### src/rtl/greater_than_2b.sv
// ---------------------------------------------------------------------------
// greater_than_2b
//   Registered unsigned magnitude comparator. Compares operand i1 against i0
//   and reports which of i1>i0, i1==i0, i1<i0 holds, one cycle after the
//   operands are presented with in_valid=1.
//
//   Ports
//     clk        in   1      rising-edge clock
//     reset      in   1      synchronous, active-high reset
//     i1         in   WIDTH  operand A (unsigned)
//     i0         in   WIDTH  operand B (unsigned)
//     in_valid   in   1      operands valid; result captured when 1
//     gt         out  1      registered: i1 > i0
//     eq         out  1      registered: i1 == i0
//     lt         out  1      registered: i1 < i0
//     out_valid  out  1      registered: high the cycle after a capture
//
//   Parameters
//     WIDTH      operand width in bits (>= 1), default 2
// ---------------------------------------------------------------------------
module greater_than_2b #(
  parameter int WIDTH = 2
) (
  input  logic             clk,
  input  logic             reset,
  input  logic [WIDTH-1:0] i1,
  input  logic [WIDTH-1:0] i0,
  input  logic             in_valid,
  output logic             gt,
  output logic             eq,
  output logic             lt,
  output logic             out_valid
);

  typedef struct packed {
    logic gt;
    logic eq;
  } cmp_t;

  // Per-bit slice: bit-gt is a&~b, bit-eq is the xnor of the two bits.
  function automatic logic slice_gt(input logic a, input logic b);
    return a & ~b;
  endfunction

  function automatic logic slice_eq(input logic a, input logic b);
    return ~(a ^ b);
  endfunction

  // MSB-first cascade. A slice may only assert gt while every bit above it
  // has compared equal, so the first differing bit decides the result.
  function automatic cmp_t cascade(input logic [WIDTH-1:0] a,
                                   input logic [WIDTH-1:0] b);
    cmp_t r;
    logic above_eq;
    above_eq = 1'b1;
    r.gt     = 1'b0;
    for (int i = WIDTH - 1; i >= 0; i--) begin
      r.gt     = r.gt | (above_eq & slice_gt(a[i], b[i]));
      above_eq = above_eq & slice_eq(a[i], b[i]);
    end
    r.eq = above_eq;
    return r;
  endfunction

  // Stage p0: combinational compare of the incoming operands
  cmp_t cmp_p0;
  logic lt_p0;

  always_comb begin
    cmp_p0 = cascade(i1, i0);
    lt_p0  = ~cmp_p0.gt & ~cmp_p0.eq;
  end

  // Stage p1: result registers; results hold when no capture happens so
  // operands on in_valid=0 cycles never reach the outputs.
  logic gt_q, gt_d;
  logic eq_q, eq_d;
  logic lt_q, lt_d;
  logic vld_p1_q, vld_p1_d;

  always_comb begin
    gt_d     = gt_q;
    eq_d     = eq_q;
    lt_d     = lt_q;
    vld_p1_d = in_valid;
    if (in_valid) begin
      gt_d = cmp_p0.gt;
      eq_d = cmp_p0.eq;
      lt_d = lt_p0;
    end
  end

  always_ff @(posedge clk) begin
    if (reset) begin
      gt_q     <= 1'b0;
      eq_q     <= 1'b0;
      lt_q     <= 1'b0;
      vld_p1_q <= 1'b0;
    end else begin
      gt_q     <= gt_d;
      eq_q     <= eq_d;
      lt_q     <= lt_d;
      vld_p1_q <= vld_p1_d;
    end
  end

  assign gt        = gt_q;
  assign eq        = eq_q;
  assign lt        = lt_q;
  assign out_valid = vld_p1_q;

endmodule

### config.mk
export PLATFORM = sky130hd
export DESIGN_NAME = greater_than_2b
export DESIGN_NICKNAME = d
export VERILOG_FILES = /design/src/rtl/greater_than_2b.sv
export SDC_FILE = /design/constraint.sdc
export NUM_CORES = 1
export LEC_CHECK = 0
export CAP_MARGIN = 10
export CORE_AREA = 2 2 39 41
export CTS_BUF_LIST = sky130_fd_sc_hd__clkbuf_8 sky130_fd_sc_hd__clkbuf_16
export CTS_CLUSTER_DIAMETER = 60
export DETAILED_ROUTE_END_ITERATION = 8
export DIE_AREA = 0 0 41 43
export PLACE_DENSITY = 0.37
export SLEW_MARGIN = 15
export SYNTH_ARGS = -nofsm -noshare
export SYNTH_HDL_FRONTEND = slang
export SYNTH_SLANG_ARGS = --single-unit
### constraint.sdc
create_clock -name clk -period 1.1 [get_ports clk]
set_input_delay 0.33 -clock clk [delete_from_list [all_inputs] [get_ports clk]]
set_output_delay 0.33 -clock clk [all_outputs]
set_load 0.005 [all_outputs]
==> summary.txt, run 1 <==
status: complete, no violations
Max FO, Critical Path: 2
VDD IR-drop max: 0.306 mV
MaxCap Viol Count: 0
Worst-Margin Slew: 0.207 ns
Ys Warns: 0
Die ar.: 0.00176 sq mm
Worst Path Buf+Inv: 1
CTS clk-pin slew, worst paths: 0.03 ns
# port buffers: 10
Layout area overhead: 107%
Routed WL: 488 um
CP Cell Sequence: clkdlybuf4s15_1
DR WL/cell: 9.57 um
vias: 194
Worst Setup SP: eq$_SDFFE_PP0P_
first-pass GRT wire length: 786 um
total gr overflow: 0
Min-Delay Path Class: in2reg
sequential share of the synthesized area: 0.435
Final setup viols: 0
pwr dens: 1450 mW/mm^2
post-route cell area: 380 sq um
Chip Width: 41 um
Final ANT Viol Nets: 0
CTS H-tree lvls: 1
row cnt: 14
CTS sink count: 4
path depth of the worst reg2reg path: 3
filler cell count: 160
routability congestion estimate: 0.564
DRT Pass-1 Iters: 1
Crit. End Element: primary output
Synth area leader: dfxtp_1
CORE AREA: 0.00138 sq mm
Synth cell types: 13
Worst-Skew Late Latency: 0.21 ns
Reg area: 80.1 sq um
number of global-route vias before repair: 192
Multi-input gate area: 125 sq um
pin count of the biggest net entering global routing: 8
asr flop ratio synth: 0
Post-synth top cells: dfxtp_1 (4), a21oi_1 (2), ha_1 (2), inv_1 (2)
Worst Path Class, Setup: reg2out
Slew Limit Fails: 0
Post-Route Setup TNS: 0 ns
Final nets: 46
Slowest-stage cell, CP: dfxtp_1
Global Route Usage Sum: 0.0701
Starting Density: 0.133
diode count: 0
die height: 43 um
Num CTS Buffers: 3
Setup crit start kind: flip-flop
worst hold path depth: 2
most common cell in the netlist: dfxtp_1
DRC errors left: 0
initial antenna violation count: 0
Yosys top cell area share: 0.435
number of synthesized flops with an enable pin: 0
layout cells sized above 1: 0.400
I/O Pins: 11
unrepaired setup endpoints after global routing: no
CP Data Arrival Time: 0.73 ns
Seq cells post-synth: 4
CP delay by family, top: flip-flops
Hold Vio Cnt, Final: 0
Synth Area per Inst: 9.68 sq um
CTS root buf: clkbuf_8
Top FF cell, synth: dfxtp_1
deepest clock path buffer count: 2
Leak: 0.168 nW
hold_sp: in_valid
synth top area cells: dfxtp_1 (44%), ha_1 (14%), nor3b_2 (6.8%)
CTS tree: yes
f_max: 944 MHz
CP endpoint: eq
cell count after synthesis: 19
CP Depth: 1
Initial DRC Count: 0
R2R Path End: gt$_SDFFE_PP0P_
skew final: 0 ns
syn_nets: 28
vias per inst: 3.80
Critical Path RT: 0.77 ns
Mapped Area: 184 sq um
R2R Path Start: gt$_SDFFE_PP0P_
hold_ws: 0.575 ns
Cell Area, Placed: 327 sq um
CP peak stage delay: 0.31 ns
final worst path period need: 1.06 ns
Final Cycle Share: 0.963
Worst R2R Setup Slack: 0.37 ns
Slew HR: 0.862
[sequential cells by signal (all words and copies together) (netlist names)]
register / flops
eq: 1
out_valid: 1
gt: 1
lt: 1
[timing repair]
action                     4_1_cts  5_1_grt
setup buffers                    0        0
resized for setup               18        3
hold buffers                     0        0
hold endpoints to repair         0        0
pin swaps                        1        0
setup endpoints to repair        7        3
[through the flow]
stage | std cells | util | worst slack [ns] | power, mW
2_1_floorplan | 19 | - | 0.129 | 0.189
3_3_place_gp | 48 | 0.236 | -0.390 | 0.247
3_5_place_dp | 48 | 0.236 | -0.399 | 0.247
4_1_cts | 51 | 0.281 | 0.0153 | 0.564
5_1_grt | 51 | 0.275 | 0.0103 | 0.583
6_report | 51 | 0.275 | 0.0402 | 0.552
[worst min path at each step]
stage / endpoint / slack (ns)
2_1_floorplan: eq$_SDFFE_PP0P_ / 0.40
3_3_place_gp: eq$_SDFFE_PP0P_ / 0.57
3_5_place_dp: eq$_SDFFE_PP0P_ / 0.58
4_1_cts: gt$_SDFFE_PP0P_ / 0.58
5_1_grt: gt$_SDFFE_PP0P_ / 0.59
6_report: gt$_SDFFE_PP0P_ / 0.58
[area by class of cell]
| cell class | instances | area share |
|---|---|---|
| inverter | 2 | 0.0197 |
| sequential | 4 | 0.211 |
| timing repair buffer | 13 | 0.280 |
| clock buffer | 3 | 0.109 |
| tap | 16 | 0.0526 |
| multi-input combinational | 13 | 0.329 |
[cell usage in the layout (no fill, tap or decap)]
master and instances:
a211oi_1 1, nor3b_1 1, dfxtp_1 4, clkdlybuf4s15_1 2, nor3b_2 1, nand2b_1 1, inv_2 2, o21ai_1 1
ha_4 2, nand3_1 1, a21oi_2 1, a21oi_1 1, clkdlybuf4s50_1 1, a21o_1 1, buf_4 3, clkbuf_8 3
nor2b_1 1, dlygate4sd2_1 5, clkbuf_2 2, nor2_1 1
[report_power, final]
| part | switching [mW] | internal [mW] |
|---|---|---|
| logic | 0.0349 | 0.0535 |
| clock network | 0.0712 | 0.233 |
| registers | 0.00381 | 0.156 |
[metal layers]
layer  track usage  up-vias  part of all wire
met2         0.103       11              0.47
met5             0        -                 0
met1        0.0703       85              0.40
li1              -       98                 -
met4        0.0800        0                 0
met3        0.0157        0              0.13
[logic make-up after synthesis]
kind of cell,share of synthesized area
AOI/OAI and AO/OA,0.163
buffers and inverters,0.0408
DFF,0.435
and+or+nand+nor,0.224
adders and majority gates,0.136
Note: power is estimated with default switching activity, not from simulation.
==> run 2, diff against run 1 <==
- CAP_MARGIN: 10 -> default
==> results of run 2 <==
Final layout, timing and power as in run 1 (identical DEF).
==> run 3, diff against run 2 <==
- clock period: 1.1 -> 1 ns (I/O delays scaled with it)
==> summary.txt, run 3 (synthesized netlist as in run 1, its figures left out) <==
status: complete, no violations
Critical Path RT: 0.70 ns
Final Cycle Share: 0.939
DRC errors left: 0
Global Route Usage Sum: 0.0691
initial antenna violation count: 0
Worst R2R Setup Slack: 0.25 ns
CTS root buf: clkbuf_8
pin count of the biggest net entering global routing: 8
CP delay by family, top: flip-flops
Starting Density: 0.133
CP Cell Sequence: buf_2
I/O Pins: 11
CP Data Arrival Time: 0.64 ns
Slew HR: 0.871
diode count: 0
Setup crit start kind: flip-flop
Num CTS Buffers: 3
path depth of the worst reg2reg path: 3
MaxCap Viol Count: 0
CP endpoint: gt
number of global-route vias before repair: 204
row cnt: 14
Worst-Margin Slew: 0.192 ns
Final nets: 46
R2R Path End: gt$_SDFFE_PP0P_
# port buffers: 10
HPWL Detailed: 336 um
placed insts: 48
Chip Width: 41 um
CTS H-tree lvls: 1
CP Depth: 1
Hold Vio Cnt, Final: 0
CP peak stage delay: 0.31 ns
hold_ws: 0.382 ns
Routed WL: 455 um
CTS sink count: 4
skew final: 0 ns
unrepaired setup endpoints after global routing: no
Worst Path Buf+Inv: 1
deepest clock path buffer count: 2
Slowest-stage cell, CP: dfxtp_2
Crit. End Element: primary output
Min-Delay Path Class: in2reg
Worst Path Class, Setup: reg2out
die height: 43 um
pwr dens: 1630 mW/mm^2
Die ar.: 0.00176 sq mm
routability congestion estimate: 0.548
vias per inst: 3.80
filler cell count: 159
Max FO, Critical Path: 2
Final ANT Viol Nets: 0
Final setup viols: 0
CTS tree: yes
CTS clk-pin slew, worst paths: 0.03 ns
first-pass GRT wire length: 772 um
most frequent cells in the layout: buf_2 (4), clkbuf_8 (3), dfxtp_2 (3), dlygate4sd2_1 (3), buf_4 (3)
Leak: 0.178 nW
hold buffers post-CTS: 0
total gr overflow: 0
Initial DRC Count: 0
vias: 194
fin cells: 51
final worst path period need: 0.939 ns
Worst-Skew Late Latency: 0.21 ns
CORE AREA: 0.00138 sq mm
VDD IR-drop max: 0.325 mV
Slew Limit Fails: 0
layout cells sized above 1: 0.571
Worst Setup SP: gt$_SDFFE_PP0P_
most common cell after layout, fill and taps aside: buf_2
R2R Path Start: gt$_SDFFE_PP0P_
DR WL/cell: 8.92 um
Layout area overhead: 98.6%
DRT Pass-1 Iters: 1
f_max: 1060 MHz
[run 3: final cells by class]
cell class | count | area [sq um] | area share
Inverter | 2 | 7.51 | 0.0205
Clock buffer | 3 | 41.3 | 0.113
Timing Repair Buffer | 13 | 91.3 | 0.250
Tap cell | 16 | 20.0 | 0.0548
Multi-Input combinational cell | 13 | 121 | 0.332
Sequential cell | 4 | 83.8 | 0.229
[run 3: timing repair]
item                       in CTS  in global routing
resized for setup              29                  5
pin swaps                       1                  2
setup endpoints to repair       7                  2
buffers inserted                0                  0
[run 3: metal layers]
layer | GRT usage | wire [um]
met1 | 0.0767 | 188
met2 | 0.0938 | 194
met3 | 0.0157 | 73
met5 | 0 | 0
met4 | 0.0800 | 0
[run 3: report_power, final]
part	leakage, nW	internal (mW)	switching [mW]
registers	0.0341	0.173	0.00403
logic	0.122	0.0526	0.0365
clock network	0.0216	0.256	0.0724
[run 3: how the worst min path moves through the flow]
stage | from | end | slack (ns) | cells after the start
2_1_floorplan | reset | eq$_SDFFE_PP0P_ | 0.37 | 1
3_3_place_gp | eq$_SDFFE_PP0P_ | eq$_SDFFE_PP0P_ | 0.57 | 3
3_5_place_dp | eq$_SDFFE_PP0P_ | eq$_SDFFE_PP0P_ | 0.58 | 3
4_1_cts | in_valid | gt$_SDFFE_PP0P_ | 0.52 | 2
5_1_grt | reset | out_valid$_SDFF_PP0_ | 0.41 | 2
6_report | reset | out_valid$_SDFF_PP0_ | 0.38 | 2
[run 3: metrics by stage]
| stage | power, mW | setup slack [ns] | area (sq um) | utilization | setup TNS [ns] |
|---|---|---|---|---|---|
| after floorplan | 0.208 | 0.0592 | 184 | - | 0 |
| after global placement | 0.272 | -0.459 | 327 | 0.236 | -1.78 |
| after detailed placement | 0.272 | -0.445 | 327 | 0.236 | -1.78 |
| after CTS | 0.608 | 0.0222 | 370 | 0.268 | 0 |
| after global routing | 0.633 | 0.0312 | 365 | 0.264 | 0 |
| final | 0.594 | 0.0609 | 365 | 0.264 | 0 |
